**src/rtl/pacote_rv32m.sv**
```systemverilog
// Shared RV32M definitions: operand width, funct3 encodings and mul/div FSM states.
package pacote_rv32m;
  localparam int XLEN = 32;

  localparam logic [2:0] F3_MUL    = 3'b000;
  localparam logic [2:0] F3_MULH   = 3'b001;
  localparam logic [2:0] F3_MULHSU = 3'b010;
  localparam logic [2:0] F3_MULHU  = 3'b011;
  localparam logic [2:0] F3_DIV    = 3'b100;
  localparam logic [2:0] F3_DIVU   = 3'b101;
  localparam logic [2:0] F3_REM    = 3'b110;
  localparam logic [2:0] F3_REMU   = 3'b111;

  typedef logic [1:0] estado_t;
  localparam estado_t OCIOSO  = 2'd0;
  localparam estado_t CALCULA = 2'd1;
  localparam estado_t AJUSTE  = 2'd2;

  // Magnitude of a possibly signed operand; 0x80000000 stays 0x80000000 read as unsigned.
  function automatic logic [XLEN-1:0] modulo(input logic [XLEN-1:0] v, input logic com_sinal);
    return (com_sinal && v[XLEN-1]) ? -v : v;
  endfunction
endpackage

```
**src/rtl/passo_mul_div.sv**
```systemverilog
// One combinational iteration: MSB-first shift/add multiply or restoring divide step.
module passo_mul_div #(
  parameter int W = 32
) (
  input  logic           is_div,
  input  logic [2*W-1:0] acc,
  input  logic [W-1:0]   oper,
  input  logic           bit_in,
  output logic [2*W-1:0] acc_prox
);
  logic [W:0]     r_desl;
  logic           cabe;
  logic [W-1:0]   dif;
  logic [2*W-1:0] soma;

  always_comb begin
    r_desl = {acc[2*W-1:W], bit_in};
    cabe   = r_desl >= {1'b0, oper};
    dif    = r_desl[W-1:0] - oper;
    soma   = {acc[2*W-2:0], 1'b0} + (bit_in ? {{W{1'b0}}, oper} : {2*W{1'b0}});
    // Divide: high half is the partial remainder, low half collects quotient bits.
    if (is_div)
      acc_prox = cabe ? {dif, acc[W-2:0], 1'b1} : {r_desl[W-1:0], acc[W-2:0], 1'b0};
    else
      acc_prox = soma;
  end
endmodule

```
**src/rtl/unidade_mul_div.sv**
```systemverilog
// Iterative RV32M multiply/divide unit, one bit per cycle, one operation in flight.
// Optional DIV_ATALHO_EN: divide-by-zero and signed overflow skip the iteration.
module unidade_mul_div #(
  parameter int XLEN   = 32,
  parameter int CICLOS = XLEN
) (
  input  logic            clk,
  input  logic            rst,
  input  logic            inicio,
  input  logic [2:0]      funct3,
  input  logic [XLEN-1:0] a,
  input  logic [XLEN-1:0] b,
  output logic            ocupado,
  output logic            pronto,
  output logic [XLEN-1:0] resultado
);
  import pacote_rv32m::*;

  localparam int CW = $clog2(CICLOS);

  estado_t          estado;
  logic [2:0]       f3;
  logic [XLEN-1:0]  oper, desloc;
  logic [2*XLEN-1:0] acc, acc_prox, prod;
  logic [XLEN-1:0]  quo, rem, saida;
  logic             neg_p, neg_r;
  logic [CW-1:0]    cnt;
  logic             s_a, s_b, sa, sb, div_in;
  logic [XLEN-1:0]  mag_a, mag_b;
`ifdef DIV_ATALHO_EN
  logic             atalho;
  logic             ovf;
`endif

  always_comb begin
    div_in = funct3[2];
    s_a    = (funct3 == F3_DIV) || (funct3 == F3_REM) || (funct3 == F3_MULH) || (funct3 == F3_MULHSU);
    s_b    = (funct3 == F3_DIV) || (funct3 == F3_REM) || (funct3 == F3_MULH);
    sa     = s_a && a[XLEN-1];
    sb     = s_b && b[XLEN-1];
    mag_a  = modulo(a, s_a);
    mag_b  = modulo(b, s_b);
  end

`ifdef DIV_ATALHO_EN
  assign ovf = s_b && div_in && (a == {1'b1, {(XLEN-1){1'b0}}}) && (b == {XLEN{1'b1}});
`endif

  passo_mul_div #(.W(XLEN)) u_passo (
    .is_div  (f3[2]),
    .acc     (acc),
    .oper    (oper),
    .bit_in  (desloc[XLEN-1]),
    .acc_prox(acc_prox)
  );

  always_comb begin
    prod = neg_p ? -acc : acc;
    quo  = neg_p ? -acc[XLEN-1:0] : acc[XLEN-1:0];
    rem  = neg_r ? -acc[2*XLEN-1:XLEN] : acc[2*XLEN-1:XLEN];
    case (f3)
      F3_MUL:                       saida = prod[XLEN-1:0];
      F3_MULH, F3_MULHSU, F3_MULHU: saida = prod[2*XLEN-1:XLEN];
      F3_DIV, F3_DIVU:              saida = quo;
      default:                      saida = rem;
    endcase
  end

  assign ocupado = (estado != OCIOSO);

  always_ff @(posedge clk) begin
    if (rst) begin
      estado    <= OCIOSO;
      f3        <= '0;
      oper      <= '0;
      desloc    <= '0;
      acc       <= '0;
      neg_p     <= 1'b0;
      neg_r     <= 1'b0;
      cnt       <= '0;
      pronto    <= 1'b0;
      resultado <= '0;
`ifdef DIV_ATALHO_EN
      atalho    <= 1'b0;
`endif
    end else begin
      pronto <= 1'b0;
      case (estado)
        OCIOSO: if (inicio) begin
          f3     <= funct3;
          oper   <= div_in ? mag_b : mag_a;
          desloc <= div_in ? mag_a : mag_b;
          acc    <= '0;
          cnt    <= '0;
          // A zero divisor keeps the all-ones quotient unsigned regardless of dividend sign.
          neg_p  <= div_in ? ((sa ^ sb) && (b != '0)) : (sa ^ sb);
          neg_r  <= sa;
          estado <= CALCULA;
`ifdef DIV_ATALHO_EN
          if (div_in && ((b == '0) || ovf)) begin
            acc    <= (b == '0) ? {mag_a, {XLEN{1'b1}}} : {{XLEN{1'b0}}, 1'b1, {(XLEN-1){1'b0}}};
            atalho <= 1'b1;
            estado <= AJUSTE;
          end
`endif
        end
        CALCULA: begin
          acc    <= acc_prox;
          desloc <= desloc << 1;
          cnt    <= cnt + 1'b1;
          if (cnt == CW'(CICLOS-1)) estado <= AJUSTE;
        end
        AJUSTE: begin
`ifdef DIV_ATALHO_EN
          // Shortcut path waits one cycle here so the stall sees a 2-cycle latency.
          if (atalho) begin
            atalho <= 1'b0;
          end else begin
            resultado <= saida;
            pronto    <= 1'b1;
            estado    <= OCIOSO;
          end
`else
          resultado <= saida;
          pronto    <= 1'b1;
          estado    <= OCIOSO;
`endif
        end
        default: estado <= OCIOSO;
      endcase
    end
  end
endmodule

```
**config.mk**
```make
export PLATFORM = sky130hd
export DESIGN_NAME = unidade_mul_div
export DESIGN_NICKNAME = d
export VERILOG_FILES = /design/src/rtl/pacote_rv32m.sv /design/src/rtl/passo_mul_div.sv /design/src/rtl/unidade_mul_div.sv
export SDC_FILE = /design/constraint.sdc
export NUM_CORES = 1
export LEC_CHECK = 0
export CORE_ASPECT_RATIO = 1.2
export CORE_UTILIZATION = 60
export DETAILED_ROUTE_END_ITERATION = 8
export GPL_TIMING_DRIVEN = 0
export PLACE_DENSITY = 0.81
export RECOVER_POWER = 50
export SYNTH_ARGS = -nofsm -noshare
export SYNTH_HDL_FRONTEND = slang
export SYNTH_SLANG_ARGS = --single-unit
```
**constraint.sdc**
```tcl
create_clock -name clk -period 5.2 [get_ports clk]
set_input_delay 0.52 -clock clk [delete_from_list [all_inputs] [get_ports clk]]
set_output_delay 0.52 -clock clk [all_outputs]
set_load 0.01 [all_outputs]
```
==> results.md <==
* # clock sinks at 173
* Yosys warning count at 0
* Avg WL per Cell at 25.3 microns
* I/O Pins at 104
* Post-synth EDFFs at 0
* Run status: finished with violations
* Post-synth design cell area at 0.0154 sq mm
* Syn nets at 2310
* Critical path peak fanout at 10
* Worst endpoint required time at 5560 ps
* Synthesis-stage register bit count at 173
* Synth Area per Inst at 7.09 sq um
* Share of the synthesized area in the top cell type at 0.225
* Postcts setup bufs at 0
* Nets at 2432
* Final worst slack at 253 ps
* # setup viols final at 0
* Via/cell ratio at 6.94
* Worst path arrival time at 5300 ps
* Clock latency on the worst-skew pair at 460 ps
* Synthesis-to-layout area growth at 13.0%
* Async SR Flop Fraction at 0
* Most instantiated library cell after synthesis: nor2_1
* CP Class: register to register
* Hold buffer count at cts at 0
* Worst IR Drop VDD at 0.247 mV
* Gr ovfl total at 0
* Largest net degree at the start of global routing at 18
* Worst Hold Class: register to register
* Clk Tree Root Cell: clkbuf_16
* Die Y at 177 microns
* Clock Tree Buf Depth at 2
* Min-Delay Path Depth at 2
* Main synth FF type: dfxtp_1
* Worst reg-to-reg setup slack at 250 ps
* First-pass GRT wire length at 101000 microns
* DIE AREA at 0.0263 sq mm
* First-pass iteration count of the detailed router at 9
* Startpoint types: register
* Cell leakage power at 6.78 nW
* Final Util at 0.697
* Final clock skew at 11.5 ps
* Fmax at 0.202 GHz
* Gp weighted congestion at 1.12
* Post-DP HPWL at 51300 microns
* Die width at 148 microns
* Post-synth cell types at 74
* Minimum clock period after layout at 4950 ps
* Cts bufs inserted at 17
* Nature of the critical path endpoint: register
* Core ar. at 0.0249 sq mm
* Violated checks: DRC
* CTS resizes at 0
* Port buffer count at 103
* DR DRC count at 4
* P per Cell Area at 221 mW/mm^2
* Max-Cap Viols at 0
* Sum of negative setup slack at 0 ps
* Biggest area consumer among synthesized cells: dfxtp_1
* WHS Endpoint: resultado[13]
* Final Cycle Share at 0.951
* Drt total wl at 66500 microns
* GRT Total Usage at 0.513
* Synth Instances at 2167
* Number of global-route vias before repair at 17300
* Post-synth top cells: 241 x nor2_1, 225 x nand2_1, 212 x a21oi_1, 173 x dfxtp_1, 161 x o21ai_0
* Clock slew at reported path FFs at 80 ps
* Cells on worst reg2reg path at 14
* Via count at 18200
* Htree depth at 4
* Area contributors post-synth: dfxtp_1 23%, a21oi_1 6.9%, xor2_1 6.0%
* Min-delay src: resultado[13]
* Final Max Tran Viols at 0
* Layout cells sized above 1 at 0.0243
* Starting Density at 0.617
* Initial antenna violation count at 5
* Sequential share of the synthesized area at 0.225
* FF-to-FF End: acc[41]
* Final Hold Fails at 0
* Worst-Margin Slew at 1250 ps
* CTS tree: yes
* Setup WS pre-CTS at 455 ps
* Post-route ant nets at 0
* Critical R2R Launch: desloc[31]
* Unrepaired setup endpoints after global routing: false
* Worst rel slew slack at 0.159
* # rows at 63
* Drt initial violations at 2508
per-stage QoR:
stage / total power [mW] / area [sq um] / instances / hold slack, ps
4_1_cts: 3.75 / 17400 / 2627 / 448
3_3_place_gp: 2.45 / 16800 / 2595 / 426
6_report: 3.83 / 17400 / 2628 / 441
5_1_grt: 3.93 / 17400 / 2627 / 458
2_1_floorplan: 2.10 / 15400 / 2167 / 432
3_5_place_dp: 2.47 / 16800 / 2595 / 437
cell type report:
cell class | count | area (sq um)
repair buffers | 103 | 1030
flip-flops and latches | 173 | 3460
diodes | 1 | 2.50
plain buffers | 165 | 626
inverters | 65 | 244
clock buffers | 17 | 425
clock inverters | 15 | 153
multi-input cells | 1764 | 11000
well taps | 325 | 407
fillers | 2162 | 7540
layer usage:
layer	GRT usage	share of wire	wire, microns	vias to the layer above
met3	0.157	0.13	8540	444
met5	0.00577	0.00051	34	-
met2	0.813	0.44	29100	1425
li1	-	-	-	8119
met1	0.537	0.32	21600	8232
met4	0.494	0.11	7270	6
power breakdown:
group | internal (mW) | total [mW] | switching (mW)
clock network | 0.677 | 1.32 | 0.646
registers | 1.38 | 1.42 | 0.0403
logic | 0.352 | 1.09 | 0.740
total | 2.40 | 3.83 | 1.43
state kept, by name, indices dropped and copies added (netlist names):
| signal | count |
|---|---|
| acc | 64 |
| cnt | 5 |
| desloc | 32 |
| estado | 2 |
| f3 | 3 |
| neg_p | 1 |
| neg_r | 1 |
| oper | 32 |
| pronto | 1 |
| resultado | 32 |
worst max path at each step:
stage / slack, ps / depth (start not counted) / startpoint / endpoint
after global placement: 510 / 14 / desloc[31] / acc[41]
final: 250 / 14 / desloc[31] / acc[41]
after global routing: 110 / 14 / desloc[31] / acc[41]
after floorplan: 1600 / 14 / desloc[31] / acc[41]
after CTS: 430 / 14 / desloc[31] / acc[41]
after detailed placement: 460 / 14 / desloc[31] / acc[41]
worst max-delay path, cell delays in order (launching register included):
cell	delay [ps]
dfxtp_1	520
inv_1	180
clkbuf_1	250
nor2_1	160
ha_1	240
fa_1	240
a21oi_1	90
or3b_2	480
a21oi_1	290
nor3b_1	160
o31ai_1	720
nand4_1	550
and3_1	360
a211o_1	290
a221o_1	310
layout by cell type (no fill, tap or decap), types with 44 or more instances in the layout:
master and n:
inv_1 62, clkdlybuf4s50_1 65, a21oi_1 212, xnor2_1 100, nor3_1 52, a22oi_1 44
o21ai_0 161, xor2_1 106, nor2_1 241, clkbuf_1 143, nand2_1 225, ha_1 71
dfxtp_1 173
cell families (layout without fill, tap and decap cells):
| logic type | count (synthesis) | after routing | share of synthesized area |
|---|---|---|---|
| xor+xnor | 206 | 206 | 0.117 |
| compound gates | 714 | 714 | 0.297 |
| buf+inv | 230 | 365 | 0.0566 |
| fa+ha+maj | 73 | 73 | 0.0604 |
| flops | 173 | 173 | 0.225 |
| other cells | 0 | 1 | 0 |
| mux | 24 | 24 | 0.0156 |
| simple gates | 747 | 747 | 0.228 |
Note: power is estimated with default switching activity, not from simulation.
